===== config.mk =====
export PLATFORM = sky130hd
export DESIGN_NAME = fetch_unit
export DESIGN_NICKNAME = d
export VERILOG_FILES = /design/src/rtl/fetch_unit.sv
export SDC_FILE = /design/constraint.sdc
export NUM_CORES = 1
export LEC_CHECK = 0
export BUFFER_PORTS_ARGS = -buffer_cell sky130_fd_sc_hd__buf_4
export CORE_MARGIN = 2
export CORE_UTILIZATION = 37
export DETAILED_ROUTE_END_ITERATION = 6
export GPL_TIMING_DRIVEN = 0
export PLACE_DENSITY = 0.66
export SETUP_SLACK_MARGIN = 0.1
export SYNTH_ARGS = -nofsm -noshare
export SYNTH_HDL_FRONTEND = slang
export SYNTH_SLANG_ARGS = --single-unit

===== constraint.sdc =====
create_clock -name clk -period 9.8 [get_ports clk]
set_input_delay 0.49 -clock clk [delete_from_list [all_inputs] [get_ports clk]]
set_output_delay 0.49 -clock clk [all_outputs]
set_load 0.02 [all_outputs]

===== src/rtl/fetch_unit.sv =====
// Instruction fetch front end: issues word reads, buffers {pc,instr} pairs in a small FIFO for the decoder.
// Optional FETCH_STATS_EN adds fetch_count / stall_count performance counters.
module fetch_unit #(
    parameter logic [31:0] RESET_PC = 32'h0000_0000,
    parameter int unsigned DEPTH    = 2
) (
    input  logic        clk,
    input  logic        reset,
    output logic        imem_req,
    output logic [31:0] imem_addr,
    input  logic        imem_gnt,
    input  logic [31:0] imem_rdata,
    input  logic        redirect,
    input  logic [31:0] redirect_pc,
    output logic        out_valid,
    output logic [31:0] out_instr,
    output logic [31:0] out_pc,
    input  logic        out_ready
`ifdef FETCH_STATS_EN
    ,
    output logic [31:0] fetch_count,
    output logic [31:0] stall_count
`endif
);

    localparam int unsigned PTR_W = $clog2(DEPTH);
    localparam int unsigned CNT_W = PTR_W + 1;
    localparam int unsigned OCC_W = CNT_W + 1;

    logic [31:0]      fetch_pc;
    logic [31:0]      inf_pc;
    logic             inf;
    logic             kill;
    logic [31:0]      pc_mem    [DEPTH];
    logic [31:0]      instr_mem [DEPTH];
    logic [PTR_W-1:0] head;
    logic [PTR_W-1:0] tail;
    logic [CNT_W-1:0] count;

    logic             pop_c;
    logic             push_c;
    logic             grant_c;
    logic [OCC_W-1:0] occ_c;

    // Occupancy counts the in-flight slot so a grant can never overflow the FIFO.
    always_comb begin
        out_valid = (count != '0);
        pop_c     = out_valid & out_ready;
        push_c    = inf & ~kill;
        occ_c     = OCC_W'(count) + OCC_W'(inf) - OCC_W'(pop_c);
        imem_req  = ~reset & ~redirect & (occ_c < OCC_W'(DEPTH));
        grant_c   = imem_req & imem_gnt;
        imem_addr = fetch_pc;
        out_pc    = out_valid ? pc_mem[head]    : 32'h0;
        out_instr = out_valid ? instr_mem[head] : 32'h0;
    end

    always_ff @(posedge clk) begin
        if (push_c) begin
            pc_mem[tail]    <= inf_pc;
            instr_mem[tail] <= imem_rdata;
        end
    end

    // Redirect flushes the buffer; a same-cycle pop is already consumed by the decoder.
    always_ff @(posedge clk) begin
        if (reset) begin
            fetch_pc <= RESET_PC & 32'hFFFF_FFFC;
            inf_pc   <= 32'h0;
            inf      <= 1'b0;
            kill     <= 1'b0;
            head     <= '0;
            tail     <= '0;
            count    <= '0;
        end else begin
            inf <= grant_c;
            if (grant_c) begin
                inf_pc <= fetch_pc;
            end
            if (redirect) begin
                fetch_pc <= redirect_pc & 32'hFFFF_FFFC;
                kill     <= inf | grant_c;
                head     <= '0;
                tail     <= '0;
                count    <= '0;
            end else begin
                kill <= 1'b0;
                if (grant_c) begin
                    fetch_pc <= fetch_pc + 32'd4;
                end
                if (push_c) begin
                    tail <= tail + PTR_W'(1);
                end
                if (pop_c) begin
                    head <= head + PTR_W'(1);
                end
                count <= count + CNT_W'(push_c) - CNT_W'(pop_c);
            end
        end
    end

`ifdef FETCH_STATS_EN
    // Free-running wrap-around performance counters.
    always_ff @(posedge clk) begin
        if (reset) begin
            fetch_count <= 32'h0;
            stall_count <= 32'h0;
        end else begin
            fetch_count <= fetch_count + 32'(pop_c);
            stall_count <= stall_count + 32'(imem_req & ~imem_gnt);
        end
    end
`endif

endmodule


Word-level counts from Yosys, hierarchy flattened
Memories as Yosys holds them, arrays and structs flattened. A register that Yosys moved wholly into a read port is not among the register bits.
Cells that the tools add are included.
W data, S select, Z words.

word-level totals
  register bits after elaboration = 70
  bits in writable memories = 128
  input port bits = 69
  output and inout bits = 98
  logic and storage cells = 41
  memories = 2

cells by class
  add/sub/neg operators = 7
  order comparisons = 1
  mux-type cells = 10
  bitwise logic cells = 9
  reductions and logical operators = 4

memory list
  memory     depth  bits a word  rd ports  clocked after Yosys merged registers in  wr ports  line  text
  instr_mem  2      32           1         1                                        1         35    logic [31:0] instr_mem [DEPTH];
  pc_mem     2      32           1         1                                        1         34    logic [31:0] pc_mem [DEPTH];

operators by type and width
  kind                     count
  $mux W32                 4
  $add A32 B3 Y32 const B  1
  $mux W1                  6
  $and A1 B1 Y1            5
  $reduce_bool A2 Y1       2
  $reduce_or A2 Y1         2
  $add A2 B1 Y3            1
  $lt A3 B2 Y1 const B     1
  $not A1 Y1               3
  $sub A3 B1 Y3            1
  $add A1 B1 Y1 const B    2
  $add A2 B1 Y2            1
  $sub A2 B1 Y2            1
  $or A1 B1 Y1             1

Depth between registers and ports, before layout
Gate-level depths: netlist (run 1).

  word-level depth = 8
  gate-level depth with buffers = 12
  depth with buffers taken out = 10

Least setup slack after synthesis (run 1)
No wires, ideal clock.

  kind = reg2reg
  start point = register kill
  end point = memory instr_mem[0][0] (enable)
  setup time = 482 ps
  arrival time = 3046 ps
  required time = 9318 ps
  setup slack = 6272 ps
  cell stages (with the launch flop) = 3
  path buffers = 0
  period minus slack after synthesis = 3528 ps
  cells stage by stage = dfxtp_1 > nand2b_1 > nor2_1

on the way
  longest elaborated chain between the ends = 4

RTL lines
  item                           line  text
  start: declaration             33    logic kill;
  start signal: assignment       82    kill <= inf | grant_c;
  $not A1 Y1                     49    push_c = inf & ~kill;
  $and A1 B1 Y1                  49
  $mux W1                        59    if (push_c) begin
  $mux W1 (not written as such)  61    instr_mem[tail] <= imem_rdata;
  end: declaration               35

No other way between the ends.

Final worst setup path (run 1)
  start point = register count[1]
  end point = output out_instr[3]

on the way
  longest elaborated chain between the ends = 2

RTL lines
  item                      line  text
  start: declaration        38    logic [CNT_W-1:0] count;
  start signal: assignment  97    count <= count + CNT_W'(push_c) - CNT_W'(pop_c);
  $reduce_bool A2 Y1        47    out_valid = (count != '0);
  $mux W32                  55    out_instr = out_valid ? instr_mem[head] : 32'h0;
  end: declaration          16    output logic [31:0] out_instr,

No other way between the ends.

==> summary.md, run 1 <==
| Metric | Value |
|---|---|
| Kind of critical path | `flop to primary output` |
| Critical Path Fanout Max | `10` |
| Quantity of I/O buffers inserted on ports | `159` |
| Tcrit/Tclk final | `0.304` |
| Worst-Skew Late Latency | `0.43 ns` |
| Num ports | `167` |
| P&R area growth vs syn | `28.6%` |
| Initial antenna violation count | `0` |
| Clk slew on worst S/H paths | `0.08 ns` |
| Leak | `3.70 nW` |
| Clk pwr share | `0.416` |
| RSZ-0062 raised after global routing | `false` |
| Drt wl/cell | `17.2 um` |
| Post-synthesis adder-cell area fraction | `0.00569` |
| CP required | `9.31 ns` |
| Synthesized area | `7920 sq um` |
| Total gr overflow | `0` |
| GPL Wtd Cong | `0.863` |
| Post-CTS Hold Fix Bufs | `0` |
| Area leader, netlist | `edfxtp_1` |
| Filler Cell Count | `1913` |
| Slew HR | `0.250` |
| Mux cell area share after synthesis | `0.0798` |
| Wire length of the first global-routing pass | `29.7 mm` |
| Slew @ Worst Pin | `1.12 ns` |
| Core ar. | `21000 sq um` |
| Avg Inst Size Synth | `12.0 sq um` |
| Logic gate share of total power | `0.079` |
| Net Sw Frac | `0.241` |
| Vias in the first global route | `5409` |
| # setup viols final | `0` |
| Final Hold Vio Count | `0` |
| CTS Buf Count | `17` |
| Post-synth top area share | `0.470` |
| Sequential share of power | `0.505` |
| Status | `completed` |
| VDD IR-drop max | `118 uV` |
| Power density over the cells | `173 nW/um^2` |
| EDFF count, synth | `124` |
| Internal | `1.34 mW` |
| Clock skew | `0.0164 ns` |
| Post-CTS Resized | `0` |
| CTS tree | `built` |
| GRT Total Usage | `0.175` |
| Drt initial violations | `351` |
| CTS H-tree lvls | `4` |
| DIE WIDTH | `150 um` |
| Final slew viol count | `0` |
| Synth top area cells | `edfxtp_1 47%, dfxtp_1 17%, mux2i_1 7.8%` |
| Post-Synth XOR/XNOR Area | `0.0275` |
| Drt drc | `0` |
| Sw power | `425 uW` |
| Die ar. | `22600 sq um` |
| Routed Wire Length | `19.4 mm` |
| WHS Path Cells | `1` |
| Post-Route Setup TNS | `0 ns` |
| Fmax achieved | `0.336 GHz` |
| Routed vias | `5634` |
| CP startpoint kind | `flop` |
| Worst Reg-to-Reg Cells | `9` |
| Share of layout cells above drive strength 1 | `0.274` |
| Post-synthesis instance total | `658` |
| Largest net degree at the start of global routing | `57` |
| Main combinational cell family by area after synthesis | `simple AND/OR/NAND/NOR gates` |
| Tmin final | `2.98 ns` |
| Root buffer cell | `clkbuf_16` |
| Arr. time, crit path | `2.49 ns` |
| Antenna violation net count after detailed routing | `0` |
| Post-synth cell types | `54` |
| Initial Utilization | `0.377` |
| Sequential-to-total area share from yosys stat | `0.640` |
| DR pass1 iterations | `5` |
| Setup crit end kind | `primary output` |
| Max Cap Viol | `0` |
| Post-DP HPWL | `13.6 mm` |
| Simple-gate share of the synthesized area | `0.149` |
| Yosys reg bits | `191` |
| Primary FF master, synth | `edfxtp_1` |
| Synth Area in Compound Gates | `0.0651` |
| FF+latch area | `5060 sq um` |
| # clock sinks | `191` |
| Final Hold Slack | `0.243 ns` |
| Site Rows | `53` |
| Postcts setup bufs | `0` |
| Die Ht | `150 um` |
| Area of the multi-input gates | `2620 sq um` |
| Via density | `4.99` |
| Ys async rst share | `0` |
| Number of nets in the layout | `914` |
| Bufs on Longest Clock Path | `2` |
| Hold crit path type | `input pin to flop` |
| Synth warn | `0` |
| Ant. Diodes | `0` |
==> final timing paths <==
path                                    start         endpoint  slack, ns
worst max-delay path                 count[1]     out_instr[3]       6.82
worst min-delay path            imem_rdata[4]  instr_mem[1][4]       0.24
worst max register to register       count[1]    imem_addr[30]       7.00
worst min register to register     inf_pc[17]    pc_mem[1][17]       0.45
==> registers in the layout, indices dropped and copies added (netlist names), named ones only <==
signal,flops
instr_mem,64
pc_mem,60
head,1
count,2
imem_addr,30
inf,1
kill,1
tail,1
inf_pc,30
==> cell type report <==
type	instances	area share
sequential	191	0.497
clock buffer	18	0.0442
clock inverter	14	0.0184
timing repair buffer	162	0.124
tap	275	0.0338
inverter	5	0.00184
multi-input combinational	420	0.257
buffer	45	0.0235
==> kinds of logic (layout without fill, tap and decap cells) <==
logic type | Yosys count | in the layout
flip-flops | 191 | 191
XOR/XNOR | 24 | 24
AO/OA/AOI/OAI | 87 | 87
multiplexers | 63 | 63
buffers and inverters | 50 | 244
AND/OR/NAND/NOR | 239 | 239
adder cells (fa/ha/maj) | 3 | 3
other | 1 | 4
==> power by group through the flow <==
| stage | Clock (mW) | Sequential, mW | Combinational (mW) |
|---|---|---|---|
| final | 0.734 | 0.892 | 0.139 |
| after detailed placement | 0 | 0.910 | 0.139 |
| after floorplan | 0 | 0.915 | 0.0632 |
| after global placement | 0 | 0.911 | 0.136 |
| after CTS | 0.748 | 0.891 | 0.140 |
| after global routing | 0.780 | 0.894 | 0.149 |
==> metal layers <==
metal | GRT usage | vias up | share of wire
met1 | 0.230 | 2643 | 0.43
met4 | 0.0642 | 0 | 0.021
met3 | 0.0406 | 33 | 0.072
met2 | 0.282 | 231 | 0.48
li1 | - | 2727 | -
met5 | 0 | - | 0
==> cell usage in the layout, fill, tap and decap left out, types with 3 or more instances in the layout <==
cell       netlist  layout
a211oi_1         3       3
a21oi_1         45      45
a22oi_1          3       3
a31oi_1         14      14
and2_1           9       8
and3_1           4       4
and4_1           3       3
buf_2           11      11
buf_4            9     168
buf_6            3       3
clkbuf_1        21      21
clkbuf_16        0      18
clkinv_4         0       3
conb_1           1       4
dfxtp_1         67      67
edfxtp_1       124     124
inv_1            4       4
inv_6            0       4
inv_8            0       3
mux2i_1         62      62
nand2_1         87      87
nand3_1         12      12
nand4_1         11      11
nand4_2          3       3
nor2_1          79      78
nor3_1           8       8
nor4_1           4       4
o21ai_1          4       4
o22ai_1          8       8
xnor2_1          6       6
xor2_1          17      17
==> cell usage after synthesis, drive strengths merged, types with 3 or more instances <==
library cell  instances
a211oi                5
a21oi                45
a22oi                 3
a31oi                14
and2                  9
and3                  4
and4                  3
buf                  24
clkbuf               21
dfxtp                67
edfxtp              124
inv                   5
mux2i                62
nand2                87
nand3                12
nand4                14
nor2                 80
nor3                 11
nor4                  7
o21ai                 6
o22ai                 8
xnor2                 6
xor2                 18
==> worst max-delay path, cell delays in order (launching register included) <==
cell	delay [ns]
dfxtp_1	0.40
nor2_1	0.89
clkbuf_1	0.46
nor2_1	0.12
buf_4	0.18
==> per-stage QoR <==
step | utilization | total power, mW | setup slack, ns | cell area, sq um | instances
global placement | 0.450 | 1.05 | 4.48 | 9470 | 1095
CTS | 0.484 | 1.78 | 6.74 | 10200 | 1130
floorplan | - | 0.978 | 6.27 | 7930 | 661
global route | 0.484 | 1.82 | 6.56 | 10200 | 1130
finish | 0.484 | 1.76 | 6.82 | 10200 | 1130
detailed placement | 0.454 | 1.05 | 6.95 | 9550 | 1098
Note: power is estimated with default switching activity, not from simulation.
==> inputs of run 2 (changes only) <==
Clock period 9.8 ns to 2.75 ns, I/O delays scaled along.
==> run 2 against run 1 <==
- die area unchanged
- total power rose to 3.5 times the previous value
- critical endpoint is now imem_addr[19]
- clock skew is 0.0043 ns lower
- sequential cell count did not move
- clock-buffer cell count stayed put
- design area rose by 5.5%
- sequential power increased to 3.6 times the previous value
- global-route usage is 0.36 points lower
- highest routed layer unchanged
- sequential share of layout area down 2.5 points
- critical path type is now flop to flop
- non-clock buffer count up 55
- via count increased by 3.8%
- core utilization is 2.6 points higher
==> summary.md, run 2 (synthesis gave the netlist of run 1 again) <==
| Metric | Value |
|---|---|
| Final Core Density | `0.511` |
| Share of layout cells above drive strength 1 | `0.274` |
| Kind of critical path | `flop to flop` |
| GRT Total Usage | `0.171` |
| Leak | `3.93 nW` |
| Tcrit/Tclk final | `0.915` |
| Vias in the first global route | `5470` |
| CP startpoint kind | `flop` |
| Via density | `4.93` |
| Commonest non-fill, non-tap cell in the layout | `buf_4` |
| Fmax achieved | `0.397 GHz` |
| Core ar. | `21000 sq um` |
| Top Registers | `instr_mem (64), pc_mem (60)` |
| Die ar. | `22600 sq um` |
| Final slew viol count | `0` |
| Slew @ Worst Pin | `0.647 ns` |
| Quantity of I/O buffers inserted on ports | `159` |
| # clock sinks | `191` |
| Power density over the cells | `574 nW/um^2` |
| Ant. Diodes | `0` |
| # setup viols final | `0` |
| RSZ-0062 raised after global routing | `false` |
| CTS tree | `built` |
| Routed vias | `5847` |
| VDD IR-drop max | `441 uV` |
| CTS H-tree lvls | `4` |
| Number of nets in the layout | `969` |
| CP required | `3.10 ns` |
| Worst-Skew Late Latency | `0.43 ns` |
| Slew HR | `0.565` |
| Gr busiest metal | `met2` |
| Initial antenna violation count | `0` |
| Drt drc | `0` |
| Bufs on Longest Clock Path | `2` |
| Clk slew on worst S/H paths | `0.08 ns` |
| Most frequent cells in the layout | `170 x buf_4, 124 x edfxtp_1, 86 x nand2_1` |
| Num ports | `167` |
| Drt initial violations | `264` |
| Hold crit path type | `input pin to flop` |
| Fin area | `10700 sq um` |
| Total gr overflow | `0` |
| M2 GR Usage | `0.283` |
| Root buffer cell | `clkbuf_16` |
| Drt wl/cell | `16.4 um` |
| CTS Buf Count | `17` |
| Initial Utilization | `0.377` |
| Antenna violation net count after detailed routing | `0` |
| Filler Cell Count | `1885` |
| GR Layer Usage met1 | `0.218` |
| GPL Wtd Cong | `0.821` |
| Site Rows | `53` |
| DIE WIDTH | `150 um` |
| Top reg by flops | `instr_mem` |
| Tmin final | `2.52 ns` |
| P&R area growth vs syn | `35.6%` |
| Routed Wire Length | `19.4 mm` |
| Clock skew | `0.0121 ns` |
| DR pass1 iterations | `5` |
| Max Cap Viol | `0` |
| Largest net degree at the start of global routing | `53` |
| Setup crit end kind | `flop` |
| Placed cell areas | `9550 sq um` |
| Arr. time, crit path | `2.87 ns` |
| Final Hold Vio Count | `0` |
| Wire length of the first global-routing pass | `29.2 mm` |
| Max reg flops | `64` |
| Post-DP HPWL | `13.5 mm` |
| Status | `completed` |
| Critical Path Fanout Max | `6` |
| Global routing met3 resource utilization | `0.0388` |
| Die Ht | `150 um` |
[run 2: cell count changes in the layout (fill, tap and decap cells not counted), moves of 2 or more]
| cell | before | now |
|---|---|---|
| dfxtp_1 | 67 | 65 |
| dlygate4sd3_1 | 0 | 48 |
| clkinv_8 | 2 | 0 |
| buf_6 | 3 | 6 |
| inv_8 | 3 | 5 |
| buf_4 | 168 | 170 |
| nor2_1 | 78 | 76 |
| o21ai_0 | 2 | 0 |
[run 2: per-stage QoR]
step                instances  hold slack [ns]  total power, mW  setup TNS [ns]  setup WS (ns)
floorplan                 661            0.236             3.48               0          0.238
global placement         1095            0.323             3.73          -96.93         -0.809
detailed placement       1099            0.325             3.74               0         0.0183
CTS                      1179         0.000182             6.21               0          0.112
global route             1185           0.0262             6.39               0          0.102
finish                   1185           0.0183             6.17               0          0.234
[run 2: path summary, 6_finish.rpt]
check,from,to,slack [ns],cells past startpoint
max,count[0],imem_addr[19],0.23,10
min,redirect_pc[13],imem_addr[13],0.02,3
max reg2reg,count[0],imem_addr[19],0.23,10
min reg2reg,inf_pc[27],pc_mem[0][27],0.45,0
[run 2: cell type report]
type                       count  area [sq um]  area share
inverter                       5          26.3     0.00245
tap                          275           344      0.0320
clock inverter                14           145      0.0135
buffer                        45           264      0.0246
clock buffer                  18           439      0.0409
sequential                   191          5070       0.472
timing repair buffer         217          1810       0.169
multi-input combinational    420          2640       0.246
[run 2: repair_timing]
item | 4_1_cts | 5_1_grt
pin swaps | 0 | 9
gates resized for setup | 2 | 21
cloned | 0 | 1
endpoints found under the hold margin | 80 | 0
hold buffers | 48 | 0
buffers inserted | 0 | 5
endpoints found under the setup margin | 48 | 53
[run 2: critical path, stage by stage (launching register included)]
cell and delay, ns:
dfxtp_2 0.40, nor2b_2 0.17, o21ai_2 0.08, fa_1 0.61
nand4bb_4 0.16, or2_1 0.27, buf_6 0.15, inv_8 0.07
nand4_1 0.13, xor2_1 0.21, a211oi_1 0.20
[run 2: layer usage]
layer  wire [um]  part of all wire
met1        8250              0.43
met5           0                 0
met2        9440              0.49
met4         381             0.020
met3        1330             0.068
[run 2: power breakdown]
part | switching (mW) | total, mW | internal (mW)
combinational | 0.294 | 0.561 | 0.266
sequential | 0.0657 | 3.18 | 3.11
clock | 1.12 | 2.43 | 1.31
total | 1.48 | 6.17 | 4.69
==> inputs of run 3 (changes only) <==
Settings changed: ABC_AREA from default to 1.
Clock period 2.75 ns to 2.36 ns, I/O delays scaled along.
==> run 3 against run 2 <==
- sequential share of layout area decreased by 1.5 points
- wire length increased by 9.4%
- first-iteration DRC count increased by 43%
- critical endpoint is now imem_addr[12]
- largest power group unchanged
- sequential cell count unchanged
- critical path type unchanged
==> summary.md, run 3 <==
| Metric | Value |
|---|---|
| Max reg flops | `64` |
| Antenna violation net count after detailed routing | `0` |
| CTS Buf Count | `17` |
| R2R Path Start | `count[1]` |
| Max Cap Viol | `0` |
| Drt drc | `0` |
| Worst Reg-to-Reg Cells | `16` |
| GRT Total Usage | `0.181` |
| Initial antenna violation count | `0` |
| Post-Route Setup TNS | `0 ns` |
| Top Registers | `instr_mem (64), pc_mem (60)` |
| # setup viols final | `0` |
| Final Hold Vio Count | `0` |
| Clock skew | `0.00909 ns` |
| CP required | `2.66 ns` |
| Num ports | `167` |
| Routed Wire Length | `21.2 mm` |
| RSZ-0062 raised after global routing | `true` |
| Die ar. | `23000 sq um` |
| Clk slew on worst S/H paths | `0.08 ns` |
| Via density | `4.75` |
| CTS H-tree lvls | `4` |
| Most frequent cells in the layout | `260 x nand2_1, 175 x buf_4, 124 x edfxtp_1` |
| Flop-to-flop setup slack | `0.09 ns` |
| Vias in the first global route | `6264` |
| Avg Inst Size Synth | `9.45 sq um` |
| Kind of critical path | `flop to flop` |
| Largest net degree at the start of global routing | `32` |
| Tcrit/Tclk final | `0.962` |
| Status | `completed` |
| Area leader, netlist | `edfxtp_1` |
| GPL Wtd Cong | `0.905` |
| EDFF count, synth | `124` |
| Worst-Skew Late Latency | `0.43 ns` |
| Fin area | `11100 sq um` |
| Ant. Diodes | `0` |
| Final Hold Slack | `0.0351 ns` |
| Slew @ Worst Pin | `0.696 ns` |
| Core ar. | `21600 sq um` |
| Quantity of I/O buffers inserted on ports | `160` |
| Top reg by flops | `instr_mem` |
| Filler Cell Count | `2012` |
| Initial Utilization | `0.374` |
| Synthesized area | `8080 sq um` |
| Commonest non-fill, non-tap cell in the layout | `nand2_1` |
| Number of nets in the layout | `1176` |
| Synth top area cells | `edfxtp_1 46%, dfxtp_1 17%, nand2_1 12%` |
| Primary FF master, synth | `edfxtp_1` |
| Post-synth cell types | `35` |
| Share of layout cells above drive strength 1 | `0.252` |
| Most frequent cell after synthesis | `nand2_1` |
| P&R area growth vs syn | `37.3%` |
| Total gr overflow | `0` |
| Post-DP HPWL | `14.9 mm` |
| Final Core Density | `0.513` |
| Wire length of the first global-routing pass | `32.9 mm` |
| # clock sinks | `191` |
| CTS tree | `built` |
| Post-synth top cells | `265 x nand2_1, 124 x edfxtp_1, 113 x a21oi_1` |
| Critical path launch point | `count[1]` |
| CP startpoint kind | `flop` |
| Fmax achieved | `0.441 GHz` |
| Leak | `4.46 nW` |
| Power density over the cells | `651 nW/um^2` |
| DIE WIDTH | `152 um` |
| Placed cell areas | `9750 sq um` |
| WHS Path Cells | `5` |
| Tmin final | `2.27 ns` |
| Ys async rst share | `0` |
| Yosys reg bits | `191` |
| Hold Crit Start | `redirect_pc[21]` |
| Die Ht | `152 um` |
| Final slew viol count | `0` |
| Cell Count, Final, Fillers Out | `1397` |
| Routed vias | `6629` |
| Synth warn | `0` |
| Post-synthesis instance total | `855` |
| Root buffer cell | `clkbuf_16` |
| Area of the multi-input gates | `2660 sq um` |
| Slew HR | `0.536` |
| Drt initial violations | `378` |
| Bufs on Longest Clock Path | `2` |
| DR pass1 iterations | `5` |
| VDD IR-drop max | `472 uV` |
| Hold crit path type | `input pin to flop` |
| Post-synth top area share | `0.461` |
| Arr. time, crit path | `2.57 ns` |
| Drt wl/cell | `15.2 um` |
| FF+latch area | `5070 sq um` |
| Placed cell count | `1302` |
| Setup crit end kind | `flop` |
| Critical Path Fanout Max | `5` |
| Sequential-to-total area share from yosys stat | `0.627` |
| Site Rows | `54` |
[run 3: cell count changes after synthesis, moves of 15 or more]
cell     delta
xor2_1     -15
nor2_1     -39
nand2_1   +178
mux2i_1    -62
inv_1      +56
nand3_1    +29
a21oi_1    +68
o21ai_0    +38
[run 3: cell type report]
cell class | count | share of cell area
buffer | 43 | 0.0246
clock buffer | 18 | 0.0387
clock inverter | 14 | 0.0134
inverter | 65 | 0.0227
multi-input combinational | 559 | 0.239
sequential | 191 | 0.457
tap | 280 | 0.0316
timing repair buffer | 227 | 0.173
[run 3: final timing paths]
path | to
setup / recovery | imem_addr[12]
hold / removal | imem_addr[21]
setup reg to reg | imem_addr[12]
hold reg to reg | head
[run 3: timing repair]
item,CTS,global route
endpoints found under the hold margin,81,0
hold buffers,50,0
buffers inserted,6,4
cloned,1,2
pin swaps,4,10
endpoints found under the setup margin,111,91
resized for setup,21,41
[run 3: logic make-up after synthesis]
logic type | share of synthesized area
AOI/OAI and AO/OA | 0.109
xor gates and xnor gates | 0.00635
adders and majority gates | 0.00557
buffers and inverters | 0.0562
DFF | 0.627
other | 0.000464
and+or+nand+nor | 0.195
[run 3: through the flow]
| step | power, mW | setup WS [ns] |
|---|---|---|
| after global placement | 4.36 | -1.29 |
| after CTS | 7.26 | 0.0980 |
| final | 7.22 | 0.0909 |
| after floorplan | 4.08 | -0.288 |
| after global routing | 7.50 | -0.0596 |
| after detailed placement | 4.38 | -0.299 |
[run 3: worst max-delay path, cell delays in order, from the launching register on]
cell and delay [ns]:
dfxtp_4 0.36, nor2_4 0.04, inv_2 0.05, nand2_2 0.05, inv_2 0.06, nand2_2 0.06, o21ai_2 0.05, nand2_1 0.08
fa_1 0.52, inv_2 0.05, nor2_4 0.12, nand3_4 0.16, nand2_4 0.17, buf_8 0.15, o21ai_2 0.05, a21oi_1 0.13
nor2_1 0.05
[run 3: routing by layer]
layer	vias to the layer above	global-route usage	share of wire	wire length, um
li1	3359	-	-	-
met1	3028	0.244	0.45	9500
met2	222	0.296	0.48	10200
met3	20	0.0351	0.060	1270
met4	0	0.0556	0.014	306
met5	-	0	0	0
[run 3: power breakdown]
part | internal, mW | switching [mW]
combinational | 0.319 | 0.372
clock | 1.50 | 1.30
sequential | 3.65 | 0.0818
